==> src/rtl/imm_extend_stage.sv <==
// -----------------------------------------------------------------------------
// imm_extend_stage
//
// Registered immediate extender sitting between the IF/ID and ID/EX registers.
// Decodes instr[31:7] with an immediate-type select into an XLEN-wide
// immediate, tags it with a sideband value (normally the PC) and presents it
// through a 2-entry skid buffer with a valid/ready handshake and a flush.
//
// Optional feature macro: IMM_EXT_ZICSR_EN
//   defined   : select 3'b111 is the CSR zimm type (zero-extended instr[19:15])
//   undefined : select 3'b111 yields imm=0 and out_illegal=1
//
// Parameters:
//   XLEN  - immediate width, 32 or 64
//   TAG_W - sideband tag width
//
// Ports:
//   clk, rst_n    - clock (rising edge), asynchronous active-low reset
//   flush         - synchronous flush, discards every held entry
//   in_valid      - upstream presents an instruction
//   in_ready      - registered; stage can take an instruction this cycle
//   in_instr      - instruction bits [31:7]
//   in_imm_src    - immediate type select
//   in_tag        - sideband tag
//   out_valid     - out_imm/out_tag/out_illegal hold a valid entry
//   out_ready     - downstream accepts the presented entry
//   out_imm       - extended immediate
//   out_tag       - tag of the presented entry
//   out_illegal   - the entry's select code was unsupported
// -----------------------------------------------------------------------------
module imm_extend_stage #(
  parameter int XLEN  = 32,
  parameter int TAG_W = 32
) (
  input  logic             clk,
  input  logic             rst_n,
  input  logic             flush,
  input  logic             in_valid,
  output logic             in_ready,
  input  logic [24:0]      in_instr,
  input  logic [2:0]       in_imm_src,
  input  logic [TAG_W-1:0] in_tag,
  output logic             out_valid,
  input  logic             out_ready,
  output logic [XLEN-1:0]  out_imm,
  output logic [TAG_W-1:0] out_tag,
  output logic             out_illegal
);

  typedef struct packed {
    logic [XLEN-1:0]  imm;
    logic [TAG_W-1:0] tag;
    logic             illegal;
  } entry_t;

  // Occupancy of the buffer: EMPTY, main only, main plus skid.
  typedef enum logic [1:0] {EMPTY, ONE, TWO} state_t;

  state_t state, next_state;
  entry_t main_q, skid_q, in_entry;
  logic   in_ready_q;
  logic   accept, pop;
  logic   load_main, load_skid, skid_to_main;

  // ---------------------------------------------------------------------------
  // Extension. in_instr[k-7] holds instruction bit k, so instr[31] is
  // in_instr[24], instr[20] is in_instr[13], instr[7] is in_instr[0].
  // Signed fields are cast to XLEN, which sign-extends a $signed operand and
  // zero-extends an unsigned one.
  // ---------------------------------------------------------------------------
  // NOTE: every signal written in always_comb gets a default first, so no path
  // leaves it unassigned and no latch is inferred.
  always_comb begin
    in_entry         = '0;
    in_entry.tag     = in_tag;
    case (in_imm_src)
      3'b000: in_entry.imm = XLEN'($signed({in_instr[24:5], 12'b0}));
      3'b001: in_entry.imm = XLEN'($signed({in_instr[24], in_instr[12:5],
                                            in_instr[13], in_instr[23:14],
                                            1'b0}));
      3'b010: in_entry.imm = XLEN'($signed({in_instr[24:18], in_instr[4:0]}));
      3'b011: in_entry.imm = XLEN'($signed({in_instr[24], in_instr[0],
                                            in_instr[23:18], in_instr[4:1],
                                            1'b0}));
      3'b100: in_entry.imm = XLEN'($signed(in_instr[24:13]));
      // Shift amount: 6 bits on RV64, 5 bits on RV32.
      3'b101: in_entry.imm = (XLEN == 64) ? XLEN'(in_instr[18:13])
                                          : XLEN'(in_instr[17:13]);
      3'b110: in_entry.imm = XLEN'(in_instr[24:13]);
      default: begin
`ifdef IMM_EXT_ZICSR_EN
        in_entry.imm     = XLEN'(in_instr[12:8]);
`else
        in_entry.imm     = '0;
        in_entry.illegal = 1'b1;
`endif
      end
    endcase
  end

  // ---------------------------------------------------------------------------
  // Skid-buffer control. in_ready comes straight from a flop, so upstream
  // never sees a combinational path from out_ready.
  // ---------------------------------------------------------------------------
  assign accept = in_valid & in_ready_q;
  assign pop    = (state != EMPTY) & out_ready;

  always_comb begin
    next_state   = state;
    load_main    = 1'b0;
    load_skid    = 1'b0;
    skid_to_main = 1'b0;
    if (flush) begin
      // Flush wins over a same-cycle accept and pop.
      next_state = EMPTY;
    end else begin
      case (state)
        EMPTY: if (accept) begin
          next_state = ONE;
          load_main  = 1'b1;
        end
        ONE: begin
          if (accept && !pop) begin
            next_state = TWO;
            load_skid  = 1'b1;
          end else if (accept && pop) begin
            load_main  = 1'b1;
          end else if (pop) begin
            next_state = EMPTY;
          end
        end
        TWO: if (pop) begin
          // in_ready is low here, so nothing new arrives this cycle.
          next_state   = ONE;
          skid_to_main = 1'b1;
        end
        default: next_state = EMPTY;
      endcase
    end
  end

  // NOTE: sequential state uses non-blocking assignments so every flop samples
  // the pre-edge values regardless of statement order.
  always_ff @(posedge clk or negedge rst_n) begin
    if (!rst_n) begin
      state      <= EMPTY;
      in_ready_q <= 1'b1;
      main_q     <= '0;
    end else begin
      state      <= next_state;
      in_ready_q <= (next_state != TWO);
      if (load_main) begin
        main_q <= in_entry;
      end else if (skid_to_main) begin
        main_q <= skid_q;
      end
    end
  end

  // NOTE: the skid payload has no reset; it is only ever read after state says
  // it was written, so clearing it would buy nothing.
  always_ff @(posedge clk) begin
    if (load_skid) begin
      skid_q <= in_entry;
    end
  end

  assign in_ready    = in_ready_q;
  assign out_valid   = (state != EMPTY);
  assign out_imm     = main_q.imm;
  assign out_tag     = main_q.tag;
  assign out_illegal = main_q.illegal;

endmodule

==> config.mk <==
export PLATFORM = sky130hd
export DESIGN_NAME = imm_extend_stage
export DESIGN_NICKNAME = d
export VERILOG_FILES = /design/src/rtl/imm_extend_stage.sv
export SDC_FILE = /design/constraint.sdc
export NUM_CORES = 1
export LEC_CHECK = 0
export CAP_MARGIN = 25
export CORE_MARGIN = 1
export CORE_UTILIZATION = 52
export CTS_BUF_LIST = sky130_fd_sc_hd__clkbuf_2 sky130_fd_sc_hd__clkbuf_4 sky130_fd_sc_hd__clkbuf_8
export DETAILED_ROUTE_END_ITERATION = 8
export GPL_ROUTABILITY_DRIVEN = 0
export PLACE_DENSITY = 0.83
export SETUP_SLACK_MARGIN = 0.3
export SLEW_MARGIN = 20
export SYNTH_ARGS = -nofsm -noshare
export SYNTH_HDL_FRONTEND = slang
export SYNTH_SLANG_ARGS = --single-unit
==> constraint.sdc <==
create_clock -name clk -period 6.8 [get_ports clk]
set_input_delay 1.36 -clock clk [delete_from_list [all_inputs] [get_ports clk]]
set_output_delay 1.36 -clock clk [all_outputs]
set_load 0.02 [all_outputs]
==> metrics.md <==
| Metric | Value |
|---|---|
| Share of flip-flops with an asynchronous set or reset | `approximately half` |
| Dominant synthesized flop cell | `sky130_fd_sc_hd__dfrtp_1` |
| Switching fraction of total power | `approximately a quarter` |
| Combinational share of power | `roughly a fifth` |
| DRC Markers | `0` |
| Final setup slack of the worst path | `around 3.5 ns` |
| Maximum operating frequency | `between 300 and 400 MHz` |
| Setup repair after global routing missed its margin | `no` |
| Vertical extent of the die | `approximately 110 um` |
| Met2 layer usage reported by global route | `between 30% and 40%` |
| Cell internal pwr | `1.593 mW` |
| Router iterations before antenna repair | `4` |
| DR vias | `3861` |
| Library cell with the highest instance count after synthesis | `sky130_fd_sc_hd__dfrtp_1` |
| Detailed Route WL | `approximately 13000 um` |
| Power density over cell area | `289.3 nW/um^2` |
| Number of antenna violations at the first check in global routing | `0` |
| Final max-slew violation count | `0` |
| Number of buffers inserted for hold repair after clock tree synthesis | `0` |
| Time the worst path needs with I/O delays and setup | `about 3.3 ns` |
| Signed area change from the synthesized netlist to the final layout | `30.66%` |
| Cell area after layout | `between 7000 and 8000 sq um` |
| Number of flops mapped to enable cells by yosys | `between 60 and 70` |
| Largest net degree at the start of global routing | `just under 70` |
| Number of placement rows | `37` |
| Clock input transition at the sequential cells of the worst setup and hold paths | `0.07 ns` |
| Starting density of the core | `54.38%` |
| Number of ports placed on the die boundary | `between 100 and 150` |
| Least-Margin Pin Slew | `around 0.93 ns` |
| Inserted Diodes | `0` |
| Area of the mapped netlist | `between 5000 and 6000 sq um` |
| Hold Fails Final Rpt | `0` |
| Met3 capacity usage during global routing | `under 10%` |
| Gr ovfl total | `0` |
| Sequential-to-total area share from yosys stat | `between 60 and 70%` |
| Relative slew slack | `a little under two fifths` |
| Post-Synthesis Net Count | `just under 500` |
| Final Non-Filler Cells | `701` |
| Final clock skew | `about 0.0085 ns` |
| Buffers inserted during post-CTS setup optimization | `0` |
| Static Leak | `about 2.8 nW` |
| Gate count after technology mapping | `about 430` |
| Critical path endpoint category | `flop` |
| Worst endpoint required time | `7.09 ns` |
| Clock share of power | `a little over a third` |
| Setup slack after placement | `about 3.0 ns` |
| Power share of the sequential group | `45.0%` |
| Number of buffers added by the clock tree synthesis step | `17` |
| Final Hold Slack | `a little under 0.5 ns` |
| # placed instances | `around 670` |
| Nature of the critical path startpoint | `primary input` |
| Synth area leaders | `sky130_fd_sc_hd__edfxtp_1, sky130_fd_sc_hd__dfrtp_1, sky130_fd_sc_hd__mux2i_1, sky130_fd_sc_hd__o21ai_1, sky130_fd_sc_hd__nand2_1` |
| Maxcap violations | `0` |
| Fraction of final layout cells sized beyond drive strength 1 | `a little over 8%` |
| Aggregate global-route resource usage | `23.56%` |
| Setup violators final | `0` |
| Max IR drop VDD | `0.1369 mV` |
| Clk Latency, worst-skew pair | `~0.44 ns` |
| Vias in the first global route | `approximately 4000` |
| Ranking of synthesized cells by instance count | `sky130_fd_sc_hd__dfrtp_1, sky130_fd_sc_hd__edfxtp_1, sky130_fd_sc_hd__mux2i_1` |
| Run status | `finished, final reports clean` |
| Min-delay worst type | `reg2reg` |
| Global-route wire length before repair | `between 20000 and 25000 um` |
| Iteration-0 DRC Markers | `around 280` |
| Most heavily used metal layer in global routing | `met2` |
| Htree depth | `4` |
| Yosys warns | `0` |
| Maximum number of buffers from clock root to sink | `2` |
| Width of the die | `106.6 um` |
| Avg Cell Area, Syn | `13.20 sq um` |
| Arrival time at the worst endpoint | `between 3 and 4 ns` |
| Clock Sink Count | `133` |
| CTS tree | `done` |
| Area of the placeable core | `approximately 10000 sq um` |
| Switching power summed over all nets | `0.5569 mW` |
| Portion of synthesized cell area occupied by the leading cell type | `34.31%` |
| Met1 global-route usage | `30.50%` |
| Resized cells post-CTS | `0` |
| Final Net Count | `617` |
| # port buffers | `131` |
| Antenna violation net count after detailed routing | `0` |
| Yosys cell types | `37` |
| Final critical-path share of the clock period | `between 40% and 50%` |
| Routed via count divided by cell count | `roughly 5.5` |
| Post-DP HPWL | `between 7000 and 8000 um` |
| Total cell area at the placement stage | `between 6000 and 7000 sq um` |
| Category of the most critical setup path | `in2reg` |
| Setup Total Neg Slack | `0 ns` |
| Floorplan die area | `11360 sq um` |
| Cell at the root of the clock tree | `sky130_fd_sc_hd__clkbuf_8` |
| Number of synthesized register bits | `approximately 130` |
| Detailed-route wire length per cell | `about 18 um` |
| Highest net fanout along the worst path | `38` |
| Post-synth top area cell | `sky130_fd_sc_hd__edfxtp_1` |
## metal layers
| layer | part of all wire [%] | vias up |
|---|---|---|
| li1 | - | 1817 |
| met1 | 43 | 1893 |
| met2 | 48 | 135 |
| met3 | 7.6 | 16 |
| met4 | 1.5 | 0 |
| met5 | 0 | - |
## power groups by stage
stage          combinational, mW  clock [mW]  sequential [mW]
2_1_floorplan              0.125           0             1.06
3_3_place_gp               0.428           0            0.978
3_5_place_dp               0.438           0            0.982
4_1_cts                    0.440       0.761            0.968
5_1_grt                    0.469       0.796            0.975
6_report                   0.436       0.746            0.968
## layout make-up
class | count | area, sq um
Clock buffer | 24 | 317.8
Clock inverter | 8 | 143.9
Fill cell | 773 | 3029
Inverter | 1 | 3.754
Multi-Input combinational cell | 262 | 1789
Sequential cell | 133 | 3655
Tap cell | 136 | 170.2
Timing Repair Buffer | 137 | 1354
## cells by family after synthesis
logic type             count (synthesis)  share of synthesized area, %
XOR/XNOR                               1                        0.1540
flip-flops                           133                         64.24
AO/OA/AOI/OAI                         99                         11.15
multiplexers                          62                         10.91
AND/OR/NAND/NOR                      100                         8.819
buffers and inverters                 36                         4.728
## flip-flops by register name, indices dropped and copies added, names as in the netlist
name         cells
skid_q          65
out_imm         32
out_tag         32
state            2
in_ready         1
out_illegal      1
## path summary, 6_finish.rpt
check,startpoint,to,slack (ns),cells past startpoint
max,flush,out_tag[6],3.48,5
min,skid_q[39],out_imm[6],0.48,1
max reg2reg,state[1],out_tag[6],4.30,5
min reg2reg,skid_q[39],out_imm[6],0.48,1
max in group asynchronous,rst_n,state[0],5.17,1
min in group asynchronous,rst_n,out_tag[5],1.06,1
## through the flow
stage | total power [mW] | utilization, %
6_report | 2.150 | 71.05
3_3_place_gp | 1.407 | 66.56
2_1_floorplan | 1.190 | -
5_1_grt | 2.241 | 71.05
3_5_place_dp | 1.420 | 66.63
4_1_cts | 2.170 | 71.05
## critical path, cell delays in order
cell and delay, ns:
sky130_fd_sc_hd__clkdlybuf4s50_1 0.49, sky130_fd_sc_hd__and3b_4 0.79, sky130_fd_sc_hd__buf_4 0.57, sky130_fd_sc_hd__mux2i_1 0.27, sky130_fd_sc_hd__o21ai_1 0.09
## placed cells by master, fill, tap and decap left out, types with 2 or more instances in the layout
cell type / instances
sky130_fd_sc_hd__bufinv_16: 4
sky130_fd_sc_hd__mux2i_1: 62
sky130_fd_sc_hd__o21ai_0: 9
sky130_fd_sc_hd__dfrtp_1: 67
sky130_fd_sc_hd__nor2b_4: 2
sky130_fd_sc_hd__a22o_1: 6
sky130_fd_sc_hd__o221ai_1: 11
sky130_fd_sc_hd__clkinv_2: 3
sky130_fd_sc_hd__o21ai_1: 53
sky130_fd_sc_hd__nand2_1: 56
sky130_fd_sc_hd__clkdlybuf4s50_1: 130
sky130_fd_sc_hd__clkbuf_4: 2
sky130_fd_sc_hd__nor2_1: 4
sky130_fd_sc_hd__a21oi_1: 2
sky130_fd_sc_hd__edfxtp_1: 65
sky130_fd_sc_hd__a221o_1: 10
sky130_fd_sc_hd__nand2b_1: 12
sky130_fd_sc_hd__and2_1: 11
sky130_fd_sc_hd__buf_4: 7
sky130_fd_sc_hd__clkbuf_8: 22
sky130_fd_sc_hd__a21o_1: 3
sky130_fd_sc_hd__and3_1: 7
(Power assumes the default switching activity.)
